`src/rtl/sel_mux_pkg.sv`:
```
// Shared state encoding, entry sizing and parameter legality for the select/skid pipeline.
package sel_mux_pkg;

  localparam logic [1:0] ST_EMPTY = 2'd0;
  localparam logic [1:0] ST_ONE   = 2'd1;
  localparam logic [1:0] ST_FULL  = 2'd2;

  // Each buffered entry carries the select-error flag above the data bits.
  function automatic int entry_w(input int width);
    return width + 1;
  endfunction

  function automatic bit params_ok(input int num_in, input int sel_w);
    return (num_in >= 2) && ((1 << sel_w) >= num_in);
  endfunction

endpackage

```
`src/rtl/sel_mux_pipe_if.sv`:
```
// Handshake bundle between the upstream decode stage and the downstream consumer.
interface sel_mux_pipe_if #(
  parameter int WIDTH  = 5,
  parameter int NUM_IN = 3,
  parameter int SEL_W  = 2,
  parameter int CNT_W  = 8
);

  logic [NUM_IN*WIDTH-1:0] in_data;
  logic [SEL_W-1:0]        in_sel;
  logic                    in_valid;
  logic                    in_ready;
  logic [WIDTH-1:0]        out_data;
  logic                    out_sel_err;
  logic                    out_valid;
  logic                    out_ready;
  logic [CNT_W-1:0]        oor_count;

  modport master (
    output in_data, in_sel, in_valid, out_ready,
    input  in_ready, out_data, out_sel_err, out_valid, oor_count
  );

  modport slave (
    input  in_data, in_sel, in_valid, out_ready,
    output in_ready, out_data, out_sel_err, out_valid, oor_count
  );

endinterface

```
`src/rtl/sel_skid_buf.sv`:
```
// Two-entry skid buffer: main register drives the output, skid catches one extra entry
// so in_ready can be a register with no combinational path from out_ready.
module sel_skid_buf #(
  parameter int EW = 6
) (
  input  logic          clk,
  input  logic          rst,
  input  logic [EW-1:0] in_entry,
  input  logic          in_valid,
  output logic          in_ready,
  output logic [EW-1:0] out_entry,
  output logic          out_valid,
  input  logic          out_ready
);
  import sel_mux_pkg::*;

  logic [1:0]    state;
  logic [1:0]    state_nx;
  logic [EW-1:0] main_p1;
  logic [EW-1:0] skid_p1;
  logic          accept;
  logic          drain;
  logic          load_main_in;
  logic          load_main_skid;
  logic          load_skid;

  assign accept    = in_valid & in_ready;
  assign drain     = out_valid & out_ready;
  assign out_valid = (state != ST_EMPTY);
  assign out_entry = main_p1;

  always_comb begin
    state_nx       = state;
    load_main_in   = 1'b0;
    load_main_skid = 1'b0;
    load_skid      = 1'b0;
    case (state)
      ST_EMPTY: begin
        if (accept) begin
          state_nx     = ST_ONE;
          load_main_in = 1'b1;
        end
      end
      ST_ONE: begin
        if (accept && drain) begin
          load_main_in = 1'b1;
        end else if (accept) begin
          state_nx  = ST_FULL;
          load_skid = 1'b1;
        end else if (drain) begin
          state_nx = ST_EMPTY;
        end
      end
      ST_FULL: begin
        if (drain) begin
          state_nx       = ST_ONE;
          load_main_skid = 1'b1;
        end
      end
      default: state_nx = ST_EMPTY;
    endcase
  end

  // Stage p1: main register and control state; reset clears everything visible downstream.
  always_ff @(posedge clk or posedge rst) begin
    if (rst) begin
      state    <= ST_EMPTY;
      in_ready <= 1'b1;
      main_p1  <= '0;
    end else begin
      state    <= state_nx;
      in_ready <= (state_nx != ST_FULL);
      if (load_main_in) begin
        main_p1 <= in_entry;
      end else if (load_main_skid) begin
        main_p1 <= skid_p1;
      end
    end
  end

  always_ff @(posedge clk) begin
    if (load_skid) begin
      skid_p1 <= in_entry;
    end
  end

endmodule

```
`src/rtl/sel_mux_pipe.sv`:
```
// N-to-1 select with out-of-range detection feeding a registered, backpressure-aware
// skid buffer; counts accepted out-of-range selects with saturation.
module sel_mux_pipe #(
  parameter int WIDTH  = 5,
  parameter int NUM_IN = 3,
  parameter int SEL_W  = 2,
  parameter int CNT_W  = 8
) (
  input  logic           clk,
  input  logic           rst,
  sel_mux_pipe_if.slave  bus
);
  import sel_mux_pkg::*;

  localparam int EW = entry_w(WIDTH);

  generate
    if (!params_ok(NUM_IN, SEL_W)) begin : g_bad_params
      $error("sel_mux_pipe: need NUM_IN >= 2 and 2**SEL_W >= NUM_IN");
    end
  endgenerate

  logic [SEL_W:0]   sel_ext;
  logic [WIDTH-1:0] sel_data_p0;
  logic             sel_err_p0;
  logic [EW-1:0]    entry_p1;
  logic             accept;
  logic [CNT_W-1:0] oor_count_q;

  function automatic logic [CNT_W-1:0] sat_inc(input logic [CNT_W-1:0] c);
    return (&c) ? c : c + CNT_W'(1);
  endfunction

  // Compare one bit wider so NUM_IN == 2**SEL_W does not truncate to zero.
  assign sel_ext = {1'b0, bus.in_sel};

  // Stage p0: out-of-range selects fall back to the last input with the error flag set.
  always_comb begin
    sel_data_p0 = bus.in_data[(NUM_IN-1)*WIDTH +: WIDTH];
    sel_err_p0  = 1'b1;
    for (int k = 0; k < NUM_IN; k++) begin
      if (sel_ext == (SEL_W+1)'(k)) begin
        sel_data_p0 = bus.in_data[k*WIDTH +: WIDTH];
        sel_err_p0  = 1'b0;
      end
    end
  end

  sel_skid_buf #(
    .EW(EW)
  ) u_skid (
    .clk       (clk),
    .rst       (rst),
    .in_entry  ({sel_err_p0, sel_data_p0}),
    .in_valid  (bus.in_valid),
    .in_ready  (bus.in_ready),
    .out_entry (entry_p1),
    .out_valid (bus.out_valid),
    .out_ready (bus.out_ready)
  );

  assign accept = bus.in_valid & bus.in_ready;

  // Stage p1: counter advances on the same edge the erroneous entry is captured.
  always_ff @(posedge clk or posedge rst) begin
    if (rst) begin
      oor_count_q <= '0;
    end else if (accept && sel_err_p0) begin
      oor_count_q <= sat_inc(oor_count_q);
    end
  end

  assign bus.out_data    = entry_p1[WIDTH-1:0];
  assign bus.out_sel_err = entry_p1[WIDTH];
  assign bus.oor_count   = oor_count_q;

endmodule

```
`src/flat_wrapper.sv`:
```
// flat-port wrapper written by rule: the top's interface ports become plain ports
module sel_mux_pipe_flat import sel_mux_pkg::*;
#(
  parameter int WIDTH  = 5,
  parameter int NUM_IN = 3,
  parameter int SEL_W  = 2,
  parameter int CNT_W  = 8
)
  (clk, rst, bus_in_data, bus_in_sel, bus_in_valid, bus_out_ready, bus_in_ready, bus_out_data, bus_out_sel_err, bus_out_valid, bus_oor_count);
  sel_mux_pipe_if #(.WIDTH(WIDTH), .NUM_IN(NUM_IN), .SEL_W(SEL_W), .CNT_W(CNT_W)) bus_i ();
  input  logic clk;
  input  logic rst;
  input wire logic [$bits(bus_i.in_data)-1:0] bus_in_data;
  input wire logic [$bits(bus_i.in_sel)-1:0] bus_in_sel;
  input wire logic [$bits(bus_i.in_valid)-1:0] bus_in_valid;
  input wire logic [$bits(bus_i.out_ready)-1:0] bus_out_ready;
  output wire logic [$bits(bus_i.in_ready)-1:0] bus_in_ready;
  output wire logic [$bits(bus_i.out_data)-1:0] bus_out_data;
  output wire logic [$bits(bus_i.out_sel_err)-1:0] bus_out_sel_err;
  output wire logic [$bits(bus_i.out_valid)-1:0] bus_out_valid;
  output wire logic [$bits(bus_i.oor_count)-1:0] bus_oor_count;
  assign bus_i.in_data = bus_in_data;
  assign bus_i.in_sel = bus_in_sel;
  assign bus_i.in_valid = bus_in_valid;
  assign bus_i.out_ready = bus_out_ready;
  assign bus_in_ready = bus_i.in_ready;
  assign bus_out_data = bus_i.out_data;
  assign bus_out_sel_err = bus_i.out_sel_err;
  assign bus_out_valid = bus_i.out_valid;
  assign bus_oor_count = bus_i.oor_count;
  sel_mux_pipe #(.WIDTH(WIDTH), .NUM_IN(NUM_IN), .SEL_W(SEL_W), .CNT_W(CNT_W)) u_core (.clk(clk), .rst(rst), .bus(bus_i));
endmodule
```
`config.mk`:
```
export PLATFORM = sky130hd
export DESIGN_NAME = sel_mux_pipe_flat
export DESIGN_NICKNAME = d
export VERILOG_FILES = /design/src/rtl/sel_mux_pkg.sv /design/src/rtl/sel_mux_pipe_if.sv /design/src/rtl/sel_skid_buf.sv /design/src/rtl/sel_mux_pipe.sv /design/src/flat_wrapper.sv
export SDC_FILE = /design/constraint.sdc
export NUM_CORES = 1
export LEC_CHECK = 0
export ABC_AREA = 0
export BUFFER_PORTS_ARGS = -buffer_cell sky130_fd_sc_hd__buf_2
export CAP_MARGIN = 25
export CORE_ASPECT_RATIO = 1.5
export CORE_MARGIN = 3
export CORE_UTILIZATION = 52
export CTS_CLUSTER_SIZE = 14
export DETAILED_ROUTE_END_ITERATION = 6
export PLACE_DENSITY = 0.85
export SYNTH_ARGS = -nofsm -noshare
export SYNTH_HDL_FRONTEND = slang
export SYNTH_SLANG_ARGS = --single-unit
```
`constraint.sdc`:
```
create_clock -name clk -period 3.18 [get_ports clk]
set_input_delay 0.159 -clock clk [delete_from_list [all_inputs] [get_ports clk]]
set_output_delay 0.159 -clock clk [all_outputs]
set_load 0.02 [all_outputs]
```
==> results.tsv, run 1 <==
stage	metric	value	unit
clocking	cts_num_sinks	23	
detailed_routing	vias_per_cell	5.935	
die	pin_count	37	
power	irDropWorstVdd	0.0003183	V
sta	slew_violations	0	
outcome	status	complete, no violations	
cells_and_area	layout_common_cells	buf_2 (36), dfrtp_1 (16), mux2_2 (8)	
die	rows	20	
sta	setup_viol	0	
clocking	root_buffer	clkbuf_4	
worst_setup_path	crit_fanout	4	
die	start_util	0.5631	
die	die_w	44.96	µm
detailed_routing	wl	2280	µm
cells_and_area	finalNetCount	156	
logic_synthesis	ys_ff_latch	23	
clocking	clk_pin_slew	130	ps
worst_setup_path	critPathRequiredTime	3390	ps
power	power	966.9	µW
grt	grt_pass1_wl	3843	µm
power	power.leakage	0.6631	nW
clocking	cts_max_path_buffers	2	
sta	fin_skew	5.959	ps
placed_design	port-buffer-count	36	
sta	maxSlewHeadroom	0.5770	
placed_design	dpl_cell_area	1369	µm²
die	core	2102	µm²
die	die_h	64.43	µm
logic_synthesis	synth_ff_type	dfrtp_1	
logic_synthesis	async_flop_share	0.7391	
worst_setup_path	crit_type	flip-flop to flip-flop	
placed_design	place_inst	150	
cells_and_area	drive_gt1_frac	0.4436	
clocking	cts_htree_levels	1	
logic_synthesis	synth_edf_count	6	
logic_synthesis	avgSynthCellArea	12.59	µm²
sta	rsz0062_at_grt	no	
sta	period_minus_slack	1691	ps
cells_and_area	area_growth	18.82	%
sta	fmax	591.4	MHz
logic_synthesis	yosysWarnings	0	
grt	grt_pass1_vias	927	
hold_path	worstHoldPathCells	2	
cells_and_area	final_common_cell	buf_2	
cells_and_area	fillers	172	
placed_design	routabilityCongestion	0.8544	
sta	fin_setup_tns	0	ps
clocking	cts_inserted_buffers	3	
logic_synthesis	mappedNetlistArea	1184	µm²
grt	antenna_found_initial	0	
placed_design	detailed_place_hpwl	1864	µm
worst_setup_path	end_kind	flip-flop	
sta	worst_slew_pin_slew	633.8	ps
cells_and_area	num_antenna_cells	0	
clocking	cts_resized	0	
cells_and_area	seq_area	606.8	µm²
cells_and_area	multi_input_area	546.8	µm²
worst_setup_path	rrSetupSlack	1490	ps
detailed_routing	drt_iter0_drc	19	
worst_setup_path	cp-start-kind	flip-flop	
logic_synthesis	syn-num-nets	116	
detailed_routing	via_count	920	
logic_synthesis	syn_inst	94	
detailed_routing	wl_per_cell	14.71	µm
grt	grt_max_degree	18	
hold_path	hold_path_class	primary input to flip-flop	
clocking	clk_latency	310	ps
grt	overflow	0	
worst_setup_path	cp.arrival	1900	ps
sta	final_hold_viol_count	0	
cells_and_area	design_area	1406	µm²
sta	period_share	0.5317	
cells_and_area	stdcell_count	155	
logic_synthesis	yosysSeqAreaShare	0.5127	
worst_setup_path	r2r_cells	4	
clocking	cts_tree	built	
detailed_routing	firstDrtPassIters	4	
run	maxCapViolations	0	
detailed_routing	remaining_drc_errors	0	
logic_synthesis	synth.distinct_cells	34	
detailed_routing	antenna_left	0	
grt	grt_usage	0.1775	
die	dieArea	2896	µm²
power	power.density	687.5	nW/µm²
-- cells in the mapped netlist, types with 3 or more instances --
master	count	area, µm²
a21oi_1	3	15.01
a221o_1	6	60.06
and2_1	5	31.28
dfrtp_1	16	400.4
edfxtp_1	6	180.2
mux2_2	8	90.09
mux2_4	5	75.07
nand2_1	5	18.77
nand4_1	3	18.77
nor2_1	3	11.26
xnor2_1	3	26.28
-- registers in the layout, summed over array words and instances (netlist names) --
| signal | count |
|---|---|
| u_core.u_skid.in_ready | 1 |
| u_core.bus.oor_count | 8 |
| u_core.u_skid.state | 2 |
| u_core.u_skid.out_entry | 6 |
| u_core.u_skid.skid_p1 | 6 |
-- metal layers --
layer / global-route usage / vias up / wire (µm)
met5: 0 / - / 0
met4: 0.08425 / 0 / 42
met3: 0.02500 / 5 / 140
met2: 0.3351 / 40 / 1213
met1: 0.1764 / 441 / 884
li1: - / 434 / -
-- cells by family after synthesis --
| logic type | share of synthesized area |
|---|---|
| AOI/OAI and AO/OA | 0.1036 |
| adders and majority gates | 0.01057 |
| xor gates and xnor gates | 0.02960 |
| muxes | 0.1565 |
| DFF | 0.5127 |
| and+or+nand+nor | 0.1617 |
| buffers and inverters | 0.02537 |
-- path summary, 6_finish.rpt --
| check | from | endpoint |
|---|---|---|
| setup / recovery | u_core.bus.oor_count[0] | u_core.bus.oor_count[1] |
| hold / removal | bus_out_ready | u_core.u_skid.state[1] |
| setup reg to reg | u_core.bus.oor_count[0] | u_core.bus.oor_count[1] |
| hold reg to reg | u_core.u_skid.skid_p1[5] | u_core.u_skid.out_entry[5] |
| max in group asynchronous | rst | u_core.u_skid.out_entry[0] |
| min in group asynchronous | rst | u_core.bus.oor_count[3] |
-- critical path: stages (launching register included) --
cell and delay, ps:
dfrtp_1 440, ha_1 240, nand4_1 190, o21ai_0 340
mux2_2 370
-- timing repair --
action | 4_1_cts | 5_1_grt
hold endpoints to repair | 16 | 0
setup buffers | 0 | 0
hold buffers | 1 | 0
-- through the flow --
| stage | worst slack, ps | hold WS (ps) | utilization |
|---|---|---|---|
| final | 1489 | 59.73 | 0.6690 |
| after CTS | 1507 | 60.08 | 0.6690 |
| after global routing | 1361 | 61.27 | 0.6690 |
| after global placement | 1626 | 260.3 | 0.6512 |
| after floorplan | 1532 | 84.34 | - |
| after detailed placement | 1528 | 270.5 | 0.6512 |
-- layout make-up --
cell class	count	share of cell area
flip-flops and latches	23	0.4315
multi-input cells	67	0.3888
repair buffers	37	0.1352
well taps	22	0.01957
clock buffers	3	0.01601
inverters	2	0.005338
clock inverters	1	0.003559
-- power by group --
part           internal [mW]  switching (mW)  leakage (nW)
Clock                 0.0471          0.0877        0.0177
Combinational          0.159           0.207         0.381
Sequential             0.389          0.0762         0.265
Total                  0.596           0.371         0.663
Note: power is estimated with default switching activity, not from simulation.
==> inputs of run 2 (changes only) <==
--- a/config.mk
+++ b/config.mk
@@ -10,10 +10,10 @@
 export CAP_MARGIN = 25
 export CORE_ASPECT_RATIO = 1.5
 export CORE_MARGIN = 3
-export CORE_UTILIZATION = 52
+export CORE_UTILIZATION = 45
 export CTS_CLUSTER_SIZE = 14
 export DETAILED_ROUTE_END_ITERATION = 6
-export PLACE_DENSITY = 0.85
+export PLACE_DENSITY = 0.79
 export SYNTH_ARGS = -nofsm -noshare
 export SYNTH_HDL_FRONTEND = slang
 export SYNTH_SLANG_ARGS = --single-unit
==> constraint.sdc (replaced) <==
create_clock -name clk -period 1.4 [get_ports clk]
set_input_delay 0.07 -clock clk [delete_from_list [all_inputs] [get_ports clk]]
set_output_delay 0.07 -clock clk [all_outputs]
set_load 0.02 [all_outputs]
==> run 2 against run 1 <==
Against the previous run: the run now ends with setup timing left; sequential cell count is the same; clock power increased by 130%; global-route usage about the same; worst hold slack improved by 19 ps; power grew to 2.5 times the previous value; sequential power grew 120%; critical endpoint is now u_core.bus.oor_count[7].
==> results.tsv, run 2 (same netlist as run 1, synthesis figures left out) <==
stage	metric	value	unit	change
power	clockPowerShare	0.124		-0.015
grt	grt_max_degree	13		-5
power	irDropWorstVdd	0.001063	V	+230%
outcome	status	finished, violations left		
clocking	clk_pin_slew	120	ps	about the same
cells_and_area	drive_gt1_frac	0.5503		+0.1067
worst_setup_path	r2r-start	u_core.u_skid.in_ready		
worst_setup_path	crit_path_end	u_core.bus.oor_count[7]		
power	swShare	0.3711		-0.01293
worst_setup_path	crit_fanout	5		+1
clocking	cts_num_sinks	23		unchanged
sta	setup_viol	3		+3
die	core	2477	µm²	+18%
detailed_routing	antenna_left	0		unchanged
die	dieArea	3295	µm²	+14%
cells_and_area	layout_common_cells	buf_2 (35), buf_4 (14), dfrtp_1 (14)		
sta	period_minus_slack	1493	ps	-197.4 ps
worst_setup_path	setup.worst_path.start	u_core.u_skid.in_ready		
grt	grt_pass1_vias	977		+5.4%
worst_setup_path	critPathRequiredTime	1610	ps	-1780 ps
placed_design	place_inst	163		+8.7%
grt	grt_use_met2	0.3510		+0.01589
worst_setup_path	reg2reg_to	u_core.bus.oor_count[7]		
grt	grt_use_met1	0.1749		-0.001446
grt	grt_usage	0.1777		+0.0001965
cells_and_area	design_area	1604	µm²	+14%
clocking	cts_inserted_buffers	3		unchanged
clocking	root_buffer	clkbuf_4		
placed_design	detailed_place_hpwl	2070	µm	+11%
sta	fmax	669.6	MHz	+13%
power	seqPwrFrac	0.426		-0.055
detailed_routing	via_count	982		+6.7%
clocking	cts_htree_levels	1		unchanged
clocking	cts_max_path_buffers	2		unchanged
placed_design	dpl_cell_area	1476	µm²	+7.9%
placed_design	routabilityCongestion	0.7835		-8.3%
worst_setup_path	rrSetupSlack	-90	ps	-1580 ps
die	rows	22		+10%
power	combPwrFrac	0.450		+0.071
cells_and_area	stdcell_count	173		+12%
detailed_routing	drt_iter0_drc	25		+6
cells_and_area	final_common_cell	buf_2		
grt	overflow	0		unchanged
cells_and_area	finalNetCount	172		+10%
placed_design	port-buffer-count	36		unchanged
die	start_util	0.4778		-0.08532
detailed_routing	firstDrtPassIters	4		unchanged
die	die_w	47.88	µm	+6.5%
cells_and_area	largest_reg_flops	8		unchanged
sta	final_hold_viol_count	0		unchanged
run	maxCapViolations	0		unchanged
cells_and_area	area_growth	35.52	%	
die	pin_count	37		unchanged
sta	fin_setup_tns	-168.1	ps	-168.1 ps
sta	fin_ws	-93.49	ps	-1583 ps
sta	maxSlewHeadroom	0.6830		+0.1060
detailed_routing	wl	2655	µm	+16%
worst_setup_path	crit_type	flip-flop to flip-flop		
die	die_h	68.82	µm	+6.8%
power	power	2.449	mW	+150%
sta	rsz0062_at_grt	yes		
clocking	clk_latency	310	ps	about the same
power	p_sw	908.7	µW	+140%
detailed_routing	vias_per_cell	5.676		-4.4%
detailed_routing	remaining_drc_errors	0		unchanged
sta	period_share	1.067		+0.5350
clocking	cts_tree	built		
worst_setup_path	cp-start-kind	flip-flop		
detailed_routing	wl_per_cell	15.35	µm	+4.3%
power	power.leakage	0.7395	nW	+12%
worst_setup_path	end_kind	flip-flop		
grt	grt_pass1_wl	4112	µm	+7.0%
cells_and_area	finish.utilization	0.6475		-0.02157
sta	slew_violations	0		unchanged
sta	fin_skew	2.922	ps	-3.037 ps
sta	worst_slew_pin_slew	474.9	ps	-158.9 ps
outcome	violations	setup timing		
worst_setup_path	cp.arrival	1700	ps	-200 ps
worst_setup_path	r2r_cells	3		-1
power	p_int	1.540	mW	+160%
power	power.density	1527	nW/µm²	+120%
grt	antenna_found_initial	0		unchanged
hold_path	hold_path_class	primary input to flip-flop		
cells_and_area	num_antenna_cells	0		unchanged
grt	use_met3	0.03117		+0.006169
grt	top_usage_layer	met2		
## run 2: cell count changes in the layout (fill, tap and decap cells not counted), sizes merged
cell	change
buf	+15
clkbuf	+1
clkinv	-1
dlygate4sd3	+1
## run 2: per-stage QoR
stage          setup WS, ps  hold slack (ps)
3_5_place_dp         -68.49            102.8
3_3_place_gp          11.33            98.62
5_1_grt              -164.6            70.79
4_1_cts              -48.30            71.70
6_report             -93.49            78.24
2_1_floorplan        -53.23           -4.798
## run 2: worst max-delay path, cell delays in order (launching register included)
cell and delay, ps:
dfstp_2 570, nand4_1 140, nor4_2 310, mux2_2 360
## run 2: worst min path at each step
stage / from / endpoint / slack, ps / cells after the start
floorplan: rst / u_core.bus.oor_count[2] / -5 / 1
global placement: rst / u_core.bus.oor_count[7] / 100 / 2
detailed placement: rst / u_core.bus.oor_count[6] / 100 / 2
CTS: bus_in_data[10] / u_core.u_skid.skid_p1[0] / 70 / 2
global route: bus_in_data[13] / u_core.u_skid.skid_p1[3] / 70 / 2
finish: bus_in_data[10] / u_core.u_skid.skid_p1[0] / 80 / 2
## run 2: final cells by class
type                            count  area, µm²
Tap cell                           24      30.03
Multi-Input combinational cell     67      608.1
Sequential cell                    23      609.3
Timing Repair Buffer               53      322.8
Inverter                            2      7.507
Clock buffer                        4      26.28
Fill cell                         196      873.3
## run 2: power by group through the flow
stage | sequential, mW | combinational [mW] | clock (mW)
2_1_floorplan | 1.25 | 0.404 | 0
3_3_place_gp | 1.05 | 0.964 | 0
3_5_place_dp | 1.07 | 0.992 | 0
4_1_cts | 1.04 | 1.06 | 0.314
5_1_grt | 1.07 | 1.19 | 0.343
6_report | 1.04 | 1.10 | 0.305
## run 2: metal layers
metal | part of all wire | routed length (µm) | vias to the layer above
met5 | 0 | 0 | -
met4 | 0.017 | 46 | 0
met3 | 0.051 | 135 | 7
met2 | 0.59 | 1557 | 36
met1 | 0.34 | 915 | 470
li1 | - | - | 469
## run 2: repair_timing
item | in CTS | in global routing
pin swaps | 0 | 5
setup endpoints to repair | 3 | 10
hold buffers | 2 | 0
gates resized for setup | 1 | 9
cloned | 0 | 0
setup buffers | 2 | 2
hold endpoints to repair | 12 | 0
